**config.mk**
```make
export PLATFORM = sky130hd
export DESIGN_NAME = mem_stage
export DESIGN_NICKNAME = d
export VERILOG_FILES = /design/src/rtl/mem_pkg.sv /design/src/rtl/load_align.sv /design/src/rtl/mem_stage.sv
export SDC_FILE = /design/constraint.sdc
export NUM_CORES = 1
export LEC_CHECK = 0
export BUFFER_PORTS_ARGS = -buffer_cell sky130_fd_sc_hd__buf_2
export CORE_MARGIN = 5
export CORE_UTILIZATION = 54
export DETAILED_ROUTE_END_ITERATION = 8
export GPL_ROUTABILITY_DRIVEN = 1
export GPL_TIMING_DRIVEN = 1
export PLACE_DENSITY = 0.87
export SLEW_MARGIN = 20
export SYNTH_ARGS = -nofsm -noshare
export SYNTH_HDL_FRONTEND = slang
export SYNTH_SLANG_ARGS = --single-unit
export TNS_END_PERCENT = 10
```
**constraint.sdc**
```tcl
create_clock -name clk -period 4.4 [get_ports clk]
set_input_delay 0.88 -clock clk [delete_from_list [all_inputs] [get_ports clk]]
set_output_delay 0.88 -clock clk [all_outputs]
set_load 0.05 [all_outputs]
```
**src/rtl/mem_pkg.sv**
```systemverilog
// Shared types for the data-memory pipeline stage: op encodings,
// FSM states and op classification helpers.
package mem_pkg;

   typedef enum logic [3:0] {
      OP_NONE = 4'd0,
      OP_LB   = 4'd1,
      OP_LH   = 4'd2,
      OP_LW   = 4'd3,
      OP_LBU  = 4'd4,
      OP_LHU  = 4'd5,
      OP_SB   = 4'd6,
      OP_SH   = 4'd7,
      OP_SW   = 4'd8
   } mem_op_t;

   typedef enum logic {
      S_IDLE = 1'b0,
      S_BUSY = 1'b1
   } state_t;

   function automatic logic is_load(mem_op_t op);
      return (op == OP_LB)  || (op == OP_LH)  ||
             (op == OP_LW)  || (op == OP_LBU) ||
             (op == OP_LHU);
   endfunction

   function automatic logic is_store(mem_op_t op);
      return (op == OP_SB) || (op == OP_SH) ||
             (op == OP_SW);
   endfunction

   function automatic logic is_misaligned(
      mem_op_t    op,
      logic [1:0] a
   );
      logic w_half;
      logic w_word;
      w_half = (op == OP_LH) || (op == OP_LHU) ||
               (op == OP_SH);
      w_word = (op == OP_LW) || (op == OP_SW);
      return (w_half && a[0]) ||
             (w_word && (a != 2'b00));
   endfunction

endpackage

```
**src/rtl/load_align.sv**
```systemverilog
// Load lane select and sign/zero extension.
// Halfwords take the lane chosen by a[1]; words pass through.
module load_align
   import mem_pkg::*;
(
   input  logic [3:0]  i_op,
   input  logic [1:0]  i_addr,
   input  logic [31:0] i_rdata,
   output logic [31:0] o_data
);

   logic [7:0]  w_byte;
   logic [15:0] w_half;

   assign w_byte = i_rdata[{i_addr, 3'b000} +: 8];
   assign w_half = i_addr[1] ? i_rdata[31:16]
                             : i_rdata[15:0];

   always_comb begin
      o_data = i_rdata;
      case (mem_op_t'(i_op))
         OP_LB:   o_data = {{24{w_byte[7]}}, w_byte};
         OP_LBU:  o_data = {24'h0, w_byte};
         OP_LH:   o_data = {{16{w_half[15]}}, w_half};
         OP_LHU:  o_data = {16'h0, w_half};
         default: o_data = i_rdata;
      endcase
   end

endmodule

```
**src/rtl/mem_stage.sv**
```systemverilog
// MEM pipeline stage: one outstanding data-memory access, then write-back.
// Define MEM_MISALIGN_TRAP_EN to flag misaligned accesses on mem_err.
module mem_stage
   import mem_pkg::*;
#(
   parameter int ADDR_W = 32
)
(
   input  logic              clk,
   input  logic              rst,
   input  logic              ex_valid,
   input  logic [3:0]        ex_op,
   input  logic [4:0]        ex_wa,
   input  logic              ex_we,
   input  logic [31:0]       ex_result,
   input  logic [31:0]       ex_sdata,
   output logic              ex_ready,
   output logic              mem_req,
   output logic              mem_we,
   output logic [ADDR_W-1:0] mem_addr,
   output logic [31:0]       mem_wdata,
   output logic [3:0]        mem_wstrb,
   input  logic              mem_ack,
   input  logic [31:0]       mem_rdata,
   output logic              wb_we,
   output logic [4:0]        wb_wa,
   output logic [31:0]       wb_wn,
   output logic              mem_err
);

   state_t            r_state;
   state_t            w_state_nxt;
   mem_op_t           r_op;
   logic [4:0]        r_wa;
   logic              r_we;
   logic [ADDR_W-1:0] r_addr;
   logic [31:0]       r_sdata;
   logic              r_wb_we;
   logic [4:0]        r_wb_wa;
   logic [31:0]       r_wb_wn;
   logic              r_err;

   mem_op_t     w_op;
   logic        w_accept;
   logic        w_mem;
   logic        w_trap;
   logic        w_busy;
   logic        w_done;
   logic [31:0] w_load;

   assign w_op     = mem_op_t'(ex_op);
   assign w_busy   = (r_state == S_BUSY);
   assign ex_ready = (r_state == S_IDLE);
   assign w_accept = ex_valid && ex_ready;
   assign w_mem    = is_load(w_op) || is_store(w_op);
   assign w_done   = w_busy && mem_ack;

`ifdef MEM_MISALIGN_TRAP_EN
   assign w_trap = is_misaligned(w_op, ex_result[1:0]);
`else
   assign w_trap = 1'b0;
`endif

   always_ff @(posedge clk) begin
      if (rst) r_state <= S_IDLE;
      else     r_state <= w_state_nxt;
   end

   always_comb begin
      w_state_nxt = r_state;
      case (r_state)
         S_IDLE:
            if (w_accept && w_mem && !w_trap)
               w_state_nxt = S_BUSY;
         S_BUSY:
            if (mem_ack)
               w_state_nxt = S_IDLE;
         default:
            w_state_nxt = S_IDLE;
      endcase
   end

   load_align u_align (
      .i_op    (r_op),
      .i_addr  (r_addr[1:0]),
      .i_rdata (mem_rdata),
      .o_data  (w_load)
   );

   always_ff @(posedge clk) begin
      if (rst) begin
         r_op    <= OP_NONE;
         r_wa    <= 5'd0;
         r_we    <= 1'b0;
         r_addr  <= '0;
         r_sdata <= 32'h0;
         r_wb_we <= 1'b0;
         r_wb_wa <= 5'd0;
         r_wb_wn <= 32'h0;
         r_err   <= 1'b0;
      end else begin
         r_wb_we <= 1'b0;
         r_err   <= 1'b0;
         if (w_accept) begin
            if (!w_mem) begin
               r_wb_we <= ex_we && (ex_wa != 5'd0);
               r_wb_wa <= ex_wa;
               r_wb_wn <= ex_result;
            end else if (w_trap) begin
               r_err <= 1'b1;
            end else begin
               r_op    <= w_op;
               r_wa    <= ex_wa;
               r_we    <= ex_we;
               r_addr  <= ADDR_W'(ex_result);
               r_sdata <= ex_sdata;
            end
         end
         // Loads retire the cycle after ack; stores retire silently.
         if (w_done && is_load(r_op)) begin
            r_wb_we <= r_we && (r_wa != 5'd0);
            r_wb_wa <= r_wa;
            r_wb_wn <= w_load;
         end
      end
   end

   assign mem_req  = w_busy;
   assign mem_we   = w_busy && is_store(r_op);
   assign mem_addr = {r_addr[ADDR_W-1:2], 2'b00};

   always_comb begin
      mem_wdata = r_sdata;
      case (r_op)
         OP_SB:   mem_wdata = {4{r_sdata[7:0]}};
         OP_SH:   mem_wdata = {2{r_sdata[15:0]}};
         default: mem_wdata = r_sdata;
      endcase
   end

   always_comb begin
      mem_wstrb = 4'b0000;
      if (w_busy) begin
         case (r_op)
            OP_SB:   mem_wstrb = 4'b0001 << r_addr[1:0];
            OP_SH:   mem_wstrb = 4'b0011 << r_addr[1:0];
            OP_SW:   mem_wstrb = 4'b1111;
            default: mem_wstrb = 4'b0000;
         endcase
      end
   end

   assign wb_we   = r_wb_we;
   assign wb_wa   = r_wb_wa;
   assign wb_wn   = r_wb_wn;
   assign mem_err = r_err;

endmodule

```
[After elaboration in Yosys (flattened, before gate mapping)]
Index checks and enable logic that the tools add are counted.
Word-level totals
  bits of input ports: 110
  memory bits (read-only): 0
  word-level logic and storage cells: 72
  memories: 0
  RAM bits: 0
  output and inout port bits: 110
  latch bits: 0
  register bits after elaboration: 113
Operators by class
  magnitude comparators: 0
  shift-type cells: 3
  add/sub/neg operators: 0
  div/mod/pow operators: 0
  multipliers: 0
  equal/unequal tests: 17
  bitwise gates (word level): 1
  reduce and logical (&&, ||, !) cells: 25
  multiplexer cells: 17
Operator list (count)
  32-bit case mux with 4 select lines: 1
  32-bit two-way mux: 3
  32-bit case mux with 2 select lines: 1
  4-bit by 3-bit equality test with 1-bit output (second input constant): 8
  32-bit by 6-bit variable part select with 8-bit output: 1
  4-bit by 2-bit equality test with 1-bit output (second input constant): 4
  16-bit two-way mux: 1
  5-bit two-way mux: 3
  1-bit logical OR: 13
  4-bit case mux with 3 select lines: 1
  5-bit nonzero test: 2
  4-bit by 1-bit equality test with 1-bit output (second input constant): 2
  4-bit equality test (second input constant): 2
  1-bit logical AND: 7
  1-bit two-way mux: 5
  4-bit two-way mux: 1
  2-bit AND reduction: 2
  1-bit by 2-bit left shift with 4-bit output (first input constant): 1
  2-bit by 2-bit left shift with 4-bit output (first input constant): 1
  2-bit by 1-bit != test with 1-bit output (second input constant): 1
  1-bit case mux with 2 select lines: 1
  2-bit nonzero test: 1
  1-bit inverter: 1

[Depth between registers and ports, before layout]
  depth in word-level cells: 9
  gate-level depth with buffers: 7
  mapped depth without buffers: 4

[Modules after synthesis]
A second synthesis with hierarchy kept.
Unflattened totals
  cell total of the unflattened synthesis: 665
  area total of the unflattened synthesis: 6069.6 um^2
Modules (own cells, without submodules)
  mem_stage: seq. area each 2262.2 um^2, cells an instance 573, area an instance 5376.4 um^2, instances 1
  load_align: seq. area each 0.0 um^2, cells an instance 92, area an instance 693.2 um^2, instances 1

[Worst setup path before layout]
No wires, ideal clock.
  path type: register -> output
  start: register r_state (netlist: mem_req)
  end: output port mem_wstrb[0]
  buffers on the path: 0
  path slack: 0.991 ns
  data arrival time: 2.529 ns
  cell stages (with the launch flop): 4
  required time: 3.520 ns
  cells stage by stage: dfxtp_1 > inv_1 > a21oi_1 > o21a_1
Between the ends
  longest elaborated chain between the ends: 1
RTL lines
  start: declaration: RTL line mem_stage.sv:31  | state_t r_state;
  start signal: assignment: RTL line mem_stage.sv:66  | else r_state <= w_state_nxt;
  4-bit two-way mux: RTL line mem_stage.sv:143  | if (w_busy) begin
  end: declaration: RTL line mem_stage.sv:22  | output logic [3:0] mem_wstrb,
No other way between the ends.

[Final worst setup path]
  start: register r_op[2]
  end: output port mem_wstrb[1]
Between the ends
  longest elaborated chain between the ends: 3
  elaborated cells between the ends (all ways): 5
  classes of those cells: eq/ne (3); mux (2)
RTL lines
  start: declaration: RTL line mem_stage.sv:33  | mem_op_t r_op;
  start signal: assignment: RTL line mem_stage.sv:112  | r_op <= w_op;
  4-bit equality test or 4-bit by 3-bit equality test with 1-bit output (tied branches): RTL line mem_stage.sv:144  | case (r_op)
  4-bit case mux with 3 select lines (*): RTL line mem_stage.sv:144
  4-bit two-way mux (*): RTL line mem_stage.sv:143
Mark *: on every way between the ends. The rest lies on a longest branch, timed or not.

==> flow_metrics.tcl <==
set metrics [dict create \
    status "finished clean" \
    clockRootBuffer "clkbuf_8" \
    ys_ff_latch 113 \
    synth.distinct_cells 46 \
    hp-class "register to register" \
    multi_input_area_um2 2980 \
    tightestPinTransition_ns 1.09 \
    start_util 0.545 \
    io_pins 220 \
    hold_viol_final 0 \
    maxSlewHeadroom 0.274 \
    route.vias.total 5247 \
    peakVddDrop_mv 0.261 \
    htree_levels 4 \
    crit_type "register to output pin" \
    synth-compound-area-share 0.173 \
    syn_inst 643 \
    min-delay-start "wb_wn[0]$_SDFFE_PP0P_" \
    fin_tns_setup_ns 0 \
    viasPerCell 5.54 \
    r2r_cells 4 \
    regArea_um2 2260 \
    setup_viol 0 \
    crit_family "simple AND/OR/NAND/NOR gates" \
    area_delta_synth_final_pct 22.9 \
    portBuffers 216 \
    synth-simple-area-share 0.129 \
    endpoint_kind "output pin" \
    die_h_um 114 \
    insertion_delay_ns 0.51 \
    post-route-min-period_ns 3.74 \
    fin_nets 907 \
    row_count 38 \
    dieArea_um2 13000 \
    cp_slowest_cell "dfxtp_1" \
    layout-drive-gt1-share 0.358 \
    synthMuxAreaShare 0.201 \
    fillers 887 \
    path_buf_inv 2 \
    wire_per_inst_um 17.9 \
    p_leak_nw 3.24 \
    grt-ovfl-total 0 \
    grtUsageTotal 0.252 \
    synth_xor_area_frac 0.00279 \
    final_cell_mix "buf_2, dfxtp_1, mux2i_1" \
    cp-start-kind "register" \
    cts_tree "built" \
    worstPathArrival_ns 2.86 \
    grt_pass1_wl_um 25800 \
    cts_setup_buffers 0 \
    cp_slowest_stage_delay_ns 0.72 \
    ys_seq_area_frac 0.388 \
    dp_hpwl_um 12400 \
    cts_hold_buf 0 \
    p_per_area_nw_per_um2 411 \
    post-route-period-util 0.850 \
    firstDrtPassIters 5 \
    grt_pass1_vias 5096 \
    crit_path_max_fanout 21 \
    antenna_found_initial 0 \
    hold_depth 2 \
    clk_pin_slew_ns 0.05 \
    reg2reg_slack_ns 1.09 \
    required_ns 3.52 \
    antenna_cells 0 \
    r2r-start "r_op[0]$_SDFFE_PP0P_" \
    fp.dieW_um 114 \
    cts_resized 0 \
    synth_top_family_by_area "multiplexers" \
    mostFrequentLayoutCell "buf_2" \
    drc 0 \
    ant_nets 0 \
    core_area_um2 10700 \
    drv_cap 0 \
    synthAdderAreaFrac 0 \
    crit_chain "nand3b_1 > buf_4 > or3_1 > a21oi_1 > buf_2" \
    grt_max_degree 88 \
    drv_slew 0 \
    max_freq_mhz 267 \
    rsz0062_at_grt "no" \
    avgSynthCellArea_um2 9.07 \
    p_total_mw 2.94 \
    drtIter0Drc 433 \
    routed_wl_um 16900 \
    clockBufferDepth 2 \
    gp_congestion 0.859 \
    r2r_end "wb_wn[16]$_SDFFE_PP0P_" \
    cts_sinks 113 \
    yosys_warnings 0 \
    netlist_area_um2 5830 \
    finalClockSkew_ns 0.0167 \
    numCtsBuffers 17 \
    holdPathEnd "wb_wn[0]$_SDFFE_PP0P_" \
]
## synth_stat cells (all sizes together)
cell type,count,share of area
nor2,86,0.056
o211ai,2,0.0026
nand3b,4,0.0052
nor4b,1,0.0015
nand2b,5,0.0054
o21bai,1,0.0013
conb,1,0.00064
o31a,1,0.0015
a311oi,5,0.0075
mux2i,99,0.17
inv,11,0.0071
or4,2,0.0026
a2bb2oi,1,0.0015
o32ai,7,0.011
a211oi,24,0.035
o21ai,17,0.015
o22ai,1,0.0034
o31ai,1,0.0013
nor3,3,0.0026
or4b,1,0.0017
xnor2,1,0.0028
a22oi,1,0.0013
a21oi,42,0.037
mux2,16,0.031
a211o,1,0.0015
a221oi,25,0.048
nor2b,2,0.0021
clkbuf,22,0.014
buf,70,0.084
o21a,3,0.0039
nor4,2,0.0043
dfxtp,113,0.39
nand2,65,0.042
a21o,1,0.0013
or3b,2,0.0030
a31oi,1,0.0011
or3,3,0.0032
## logic make-up (layout without fill, tap and decap cells)
family	Yosys count	after routing
AND/OR/NAND/NOR	176	176
other	1	3
buffers and inverters	103	265
multiplexers	115	115
flip-flops	113	113
XOR/XNOR	1	1
AO/OA/AOI/OAI	134	134
## per-layer routing
layer / part of all wire / GRT usage / vias up
met5: 0 / 0 / -
met3: 0.10 / 0.0780 / 30
li1: - / - / 2543
met2: 0.48 / 0.428 / 257
met1: 0.39 / 0.299 / 2417
met4: 0.025 / 0.0966 / 0
## per-stage QoR
step	setup WS, ns	instances	hold WS [ns]	instance area [um2]	util
after detailed placement	1.14	915	0.447	6590	0.616
after floorplan	0.991	645	0.454	5840	-
after CTS	0.668	944	0.458	7110	0.664
after global routing	0.466	947	0.470	7160	0.670
final	0.661	947	0.457	7160	0.670
after global placement	1.21	915	0.446	6590	0.616
## state kept, by name, summed over array words and instances, names as in the netlist
register,cells
r_addr,32
r_sdata,32
wb_wn,32
r_wa,5
wb_wa,5
r_op,4
mem_req,1
r_we,1
wb_we,1
## worst register-to-register path, stage by stage, from the launching register on
cell and delay (ns):
dfxtp_1 1.03, nor3_1 0.28, a211o_1 0.69, a211oi_4 0.95, a221oi_1 0.17
## cell type report
| cell class | instances | share of cell area |
|---|---|---|
| Multi-Input combinational cell | 429 | 0.417 |
| Sequential cell | 113 | 0.316 |
| Timing Repair Buffer | 225 | 0.166 |
| Clock buffer | 21 | 0.0627 |
| Tap cell | 140 | 0.0245 |
| Clock inverter | 8 | 0.00908 |
| Inverter | 11 | 0.00576 |
## power breakdown
group	internal, mW	leakage [nW]	switching (mW)
sequential	1.09	0.924	0.0492
clock	0.759	0.263	0.438
combinational	0.195	2.05	0.418
total	2.04	3.24	0.905
## worst max-delay path by stage
| stage | startpoint | cells after the start | slack [ns] | endpoint |
|---|---|---|---|---|
| CTS | r_op[2]$_SDFFE_PP0P_ | 5 | 0.67 | mem_wstrb[1] |
| global placement | r_op[0]$_SDFFE_PP0P_ | 4 | 1.21 | wb_wn[16]$_SDFFE_PP0P_ |
| finish | r_op[2]$_SDFFE_PP0P_ | 5 | 0.66 | mem_wstrb[1] |
| global route | r_op[2]$_SDFFE_PP0P_ | 5 | 0.47 | mem_wstrb[1] |
| floorplan | mem_req$_SDFF_PP0_ | 3 | 0.99 | mem_wstrb[0] |
| detailed placement | r_op[0]$_SDFFE_PP0P_ | 4 | 1.14 | wb_wn[18]$_SDFFE_PP0P_ |
No activity file was read; power rests on OpenSTA's default activity.
